`config.mk`:
```
export PLATFORM = sky130hd
export DESIGN_NAME = pulse_stretch
export DESIGN_NICKNAME = d
export VERILOG_FILES = /design/src/rtl/pulse_stretch.sv
export SDC_FILE = /design/constraint.sdc
export NUM_CORES = 1
export LEC_CHECK = 0
export ABC_AREA = 0
export BUFFER_PORTS_ARGS = -buffer_cell sky130_fd_sc_hd__clkbuf_2
export CELL_PAD_IN_SITES_DETAIL_PLACEMENT = 1
export CELL_PAD_IN_SITES_GLOBAL_PLACEMENT = 1
export CORE_MARGIN = 2
export CORE_UTILIZATION = 30
export CTS_CLUSTER_DIAMETER = 150
export CTS_CLUSTER_SIZE = 10
export DETAILED_ROUTE_END_ITERATION = 12
export PLACE_DENSITY_LB_ADDON = 0.05
export SYNTH_ARGS = -nofsm -noshare
export SYNTH_HDL_FRONTEND = slang
export SYNTH_SLANG_ARGS = --single-unit
```
`constraint.sdc`:
```
create_clock -name clk -period 5.7 [get_ports clk]
set_clock_uncertainty 0.05 [all_clocks]
set_input_delay 1.425 -clock clk [delete_from_list [all_inputs] [get_ports clk]]
set_output_delay 1.425 -clock clk [all_outputs]
set_load 0.01 [all_outputs]
```
`src/rtl/pulse_stretch.sv`:
```
// Stretches single-cycle events into HOLD_CYCLES-wide high windows, each followed by a GAP_CYCLES low gap.
// Define PULSE_STRETCH_RETRIGGER_EN for retriggerable monostable mode; the default is queue mode.
module pulse_stretch #(
  parameter int HOLD_CYCLES = 2000000,
  parameter int GAP_CYCLES  = 2000000,
  parameter int PEND_W      = 4
) (
  input  logic              clk,
  input  logic              reset,
  input  logic              in_pulse,
  output logic              out,
  output logic              busy,
  output logic [PEND_W-1:0] pending,
  output logic              overflow,
  output logic [1:0]        dbg_state_o
);

  localparam int MAX_CYC = (HOLD_CYCLES > GAP_CYCLES) ? HOLD_CYCLES : GAP_CYCLES;
  localparam int CNT_W   = $clog2(MAX_CYC + 1);
  localparam logic [CNT_W-1:0]  HOLD_LOAD = CNT_W'(HOLD_CYCLES - 1);
  localparam logic [CNT_W-1:0]  GAP_LOAD  = CNT_W'(GAP_CYCLES - 1);
  localparam logic [PEND_W-1:0] PEND_MAX  = {PEND_W{1'b1}};
  localparam logic [PEND_W-1:0] PEND_ONE  = PEND_W'(1);

  typedef enum logic [1:0] {
    IDLE = 2'd0,
    HOLD = 2'd1,
    GAP  = 2'd2
  } state_e;

  state_e            state_q, state_d;
  logic [CNT_W-1:0]  cnt_q, cnt_d;
  logic [PEND_W-1:0] pend_q, pend_d;
  logic              ovf_q, ovf_d;
  logic              out_q, busy_q;
  logic              start;
  logic              start_taken;

  always_comb begin
    state_d     = state_q;
    cnt_d       = cnt_q;
    pend_d      = pend_q;
    ovf_d       = ovf_q;
    start_taken = 1'b0;
`ifdef PULSE_STRETCH_RETRIGGER_EN
    start = in_pulse;
`else
    start = in_pulse | (pend_q != '0);
`endif

    case (state_q)
      IDLE: begin
        if (start) begin
          state_d     = HOLD;
          cnt_d       = HOLD_LOAD;
          start_taken = 1'b1;
        end
      end
      HOLD: begin
`ifdef PULSE_STRETCH_RETRIGGER_EN
        if (in_pulse) begin
          cnt_d = HOLD_LOAD;
        end else
`endif
        if (cnt_q == '0) begin
          state_d = GAP;
          cnt_d   = GAP_LOAD;
        end else begin
          cnt_d = cnt_q - 1'b1;
        end
      end
      GAP: begin
`ifdef PULSE_STRETCH_RETRIGGER_EN
        // Events during the gap are dropped; flag them so the loss is visible.
        if (in_pulse) begin
          ovf_d = 1'b1;
        end
        if (cnt_q == '0) begin
          state_d = IDLE;
        end else begin
          cnt_d = cnt_q - 1'b1;
        end
`else
        if (cnt_q == '0) begin
          if (start) begin
            state_d     = HOLD;
            cnt_d       = HOLD_LOAD;
            start_taken = 1'b1;
          end else begin
            state_d = IDLE;
          end
        end else begin
          cnt_d = cnt_q - 1'b1;
        end
`endif
      end
      default: begin
        state_d = IDLE;
        cnt_d   = '0;
      end
    endcase

`ifdef PULSE_STRETCH_RETRIGGER_EN
    pend_d = '0;
`else
    // An event whose own start is taken this cycle nets out to no change.
    if (in_pulse && !start_taken) begin
      if (pend_q == PEND_MAX) begin
        ovf_d = 1'b1;
      end else begin
        pend_d = pend_q + PEND_ONE;
      end
    end else if (!in_pulse && start_taken) begin
      pend_d = pend_q - PEND_ONE;
    end
`endif
  end

  always_ff @(posedge clk or negedge reset) begin
    if (!reset) begin
      state_q <= IDLE;
      cnt_q   <= '0;
      pend_q  <= '0;
      ovf_q   <= 1'b0;
      out_q   <= 1'b0;
      busy_q  <= 1'b0;
    end else begin
      state_q <= state_d;
      cnt_q   <= cnt_d;
      pend_q  <= pend_d;
      ovf_q   <= ovf_d;
      out_q   <= (state_d == HOLD);
      busy_q  <= (state_d != IDLE);
    end
  end

  assign out         = out_q;
  assign busy        = busy_q;
  assign pending     = pend_q;
  assign overflow    = ovf_q;
  assign dbg_state_o = state_q;

endmodule
```
==> impl_metrics.json <==
{
  "cts_root_buf": "clkbuf_8",
  "grt_pass1_vias": 1725,
  "cellLeakagePower_nw": 0.815,
  "htree_levels": 2,
  "drt_iter0_drc": 69,
  "cts.clk_slew.worst_paths_ns": 0.07,
  "grt_max_degree": 31,
  "fp.dieW_um": 82.8,
  "grt_setup_unrepaired": "no",
  "antenna_found_initial": 0,
  "rows": 28,
  "max_freq_mhz": 302,
  "ctsResizeCount": 0,
  "crit_type": "reg2reg",
  "hold_buffers": 0,
  "comb_power_share": 0.297,
  "cts_buffer_depth": 2,
  "period_minus_slack_ns": 3.31,
  "synthCells": 198,
  "yosysWarnings": 0,
  "final_antenna_net_count": 0,
  "outcome": "finished clean",
  "drt-total-wl_um": 5480,
  "coreArea_um2": 5960,
  "clk_latency_ns": 0.28,
  "max_cap_violations": 0,
  "start_util": 0.313,
  "cts_num_sinks": 30,
  "portBuffers": 11,
  "hold_viol": 0,
  "switching_share": 0.381,
  "ys_seq_area_frac": 0.403,
  "worstSetupEndpointType": "register",
  "ys.flop_type": "dfrtp_1",
  "syn_avg_cell_area_um2": 9.40,
  "arrival_ns": 3.43,
  "fin_setup_tns_ns": 0,
  "tightest_slew_ns": 0.995,
  "track_usage": 0.182,
  "diodes": 0,
  "grt_pass1_wl_um": 9190,
  "crit_fanout": 9,
  "io_pins": 12,
  "synth_nets": 205,
  "dieArea_um2": 6850,
  "area_growth_pct": 10.4,
  "gp_congestion": 0.780,
  "p_int_w": 0.000463,
  "dr.pass1.iters": 4,
  "numCtsBuffers": 5,
  "die_h_um": 82.8,
  "power_w": 0.000748,
  "ys_ff_latch": 30,
  "yosysUniqueCellTypes": 53,
  "p_clk_frac": 0.218,
  "synthesis.area_um2": 1860,
  "drc_errors": 0,
  "num_vias": 1621,
  "power_density_nw_per_um2": 364,
  "setup_viol": 0,
  "synth-edff-count": 0,
  "placed_cell_area_um2": 1980,
  "nNetsFinal": 216,
  "post_cts_buffers": 0,
  "maxSlewViolCount": 0,
  "wire_per_inst_um": 19.3,
  "hp-class": "reg2reg",
  "stdcell_area_um2": 2060,
  "min_period_over_period": 0.581,
  "required_ns": 5.82,
  "synthArstFlopShare": 1.00,
  "cts_tree": "built",
  "overflow": 0,
  "seqPwrFrac": 0.485,
  "startpoint_type": "register",
  "vias_per_cell": 5.71,
  "drive_above_1_share": 0.144,
  "p_sw_w": 0.000285,
  "irDropWorstVdd_v": 0.000200,
  "slew_headroom": 0.337,
  "dpl.hpwl_um": 3980
}
==> through the flow <==
stage,hold WS (ns),worst slack [ns],instances,util
2_1_floorplan,0.406,2.78,198,-
5_1_grt,0.474,2.11,284,0.345
4_1_cts,0.440,2.37,284,0.345
6_report,0.430,2.39,284,0.345
3_3_place_gp,0.414,2.37,277,0.332
3_5_place_dp,0.416,2.33,277,0.332
==> routing by layer <==
metal | global-route usage | up-vias | wire, µm
li1 | - | 771 | -
met1 | 0.243 | 816 | 2680
met2 | 0.295 | 25 | 2590
met3 | 0.0314 | 9 | 123
met4 | 0.0639 | 0 | 92
met5 | 0 | - | 0
==> sequential cells by signal (all words and copies together) (netlist names) <==
name	flops
pending	4
overflow	1
dbg_state_o	2
busy	1
cnt_q	21
out	1
==> worst max-delay path, cell delays in order, from the launching register on <==
cell     delay (ns)
dfrtp_1        0.43
inv_1          0.10
ha_1           0.21
nor4b_4        0.37
and4_1         0.52
a31oi_2        0.22
nand2_1        0.22
ha_1           0.26
a21o_1         0.17
a21oi_1        0.20
nor3b_1        0.20
mux2i_1        0.11
xnor2_1        0.14
==> power groups by stage <==
stage                     logic (W)  clock network, W  registers, W
after global routing       0.000252          0.000179      0.000380
after detailed placement   0.000224                 0      0.000368
after CTS                  0.000225          0.000171      0.000365
after floorplan            0.000170                 0      0.000344
final                      0.000222          0.000163      0.000363
after global placement     0.000213                 0      0.000363
==> area by class of cell <==
type	count	area, µm²
well taps	75	93.8
flip-flops and latches	30	751
repair buffers	11	55.1
inverters	8	30.0
fillers	720	3900
multi-input cells	153	1050
clock buffers	7	76.3
==> logic make-up after synthesis <==
| logic type | count (synthesis) | share of synthesized area |
|---|---|---|
| AO/OA/AOI/OAI | 57 | 0.218 |
| XOR/XNOR | 7 | 0.0329 |
| adder cells (fa/ha/maj) | 4 | 0.0309 |
| buffers and inverters | 15 | 0.0329 |
| flip-flops | 30 | 0.403 |
| multiplexers | 7 | 0.0410 |
| AND/OR/NAND/NOR | 78 | 0.241 |
==> worst paths after layout <==
path                       cells past startpoint      from              to  slack, ns
hold / removal                                 1  overflow        overflow       0.43
hold reg to reg                                1  overflow        overflow       0.43
min in group asynchronous                      1     reset        cnt_q[2]       1.18
setup / recovery                              12  cnt_q[0]      pending[3]       2.39
setup reg to reg                              12  cnt_q[0]      pending[3]       2.39
max in group asynchronous                      1     reset  dbg_state_o[0]       3.90
==> cell usage after synthesis, types with 3 or more instances <==
library cell,n,area share
dfrtp_1,30,0.40
nor2_1,19,0.038
nand2_1,15,0.030
a21oi_1,13,0.035
inv_1,8,0.016
nor3_1,8,0.022
o21ai_0,7,0.019
nand3_1,6,0.016
nor4_1,6,0.020
xnor2_1,6,0.028
clkbuf_1,5,0.010
o21ai_1,5,0.013
a211oi_1,4,0.016
mux2i_1,4,0.022
o22ai_1,4,0.013
a22o_1,3,0.014
a22oi_1,3,0.012
ha_1,3,0.020
or3_1,3,0.010
or4_1,3,0.012
==> placed cells by master, fill, tap and decap left out, drive strengths merged, types with 2 or more instances in the layout <==
master / Yosys / final
a21oi: 13 / 13
nor3: 9 / 9
inv: 8 / 8
o32ai: 2 / 2
or4: 4 / 4
xnor2: 6 / 6
or3: 3 / 3
a311oi: 2 / 2
and2: 2 / 2
nor2: 20 / 20
clkbuf: 5 / 18
o221a: 4 / 4
nand4: 3 / 3
or2: 3 / 3
nand3b: 2 / 2
nand2: 15 / 15
mux2: 2 / 2
a22oi: 3 / 3
ha: 3 / 3
a31oi: 3 / 3
a22o: 3 / 3
o22ai: 4 / 4
o21ai: 14 / 14
nand3: 6 / 6
a211oi: 4 / 4
nor4: 7 / 7
dfrtp: 30 / 30
mux2i: 5 / 5
Note: power is estimated with default switching activity, not from simulation.
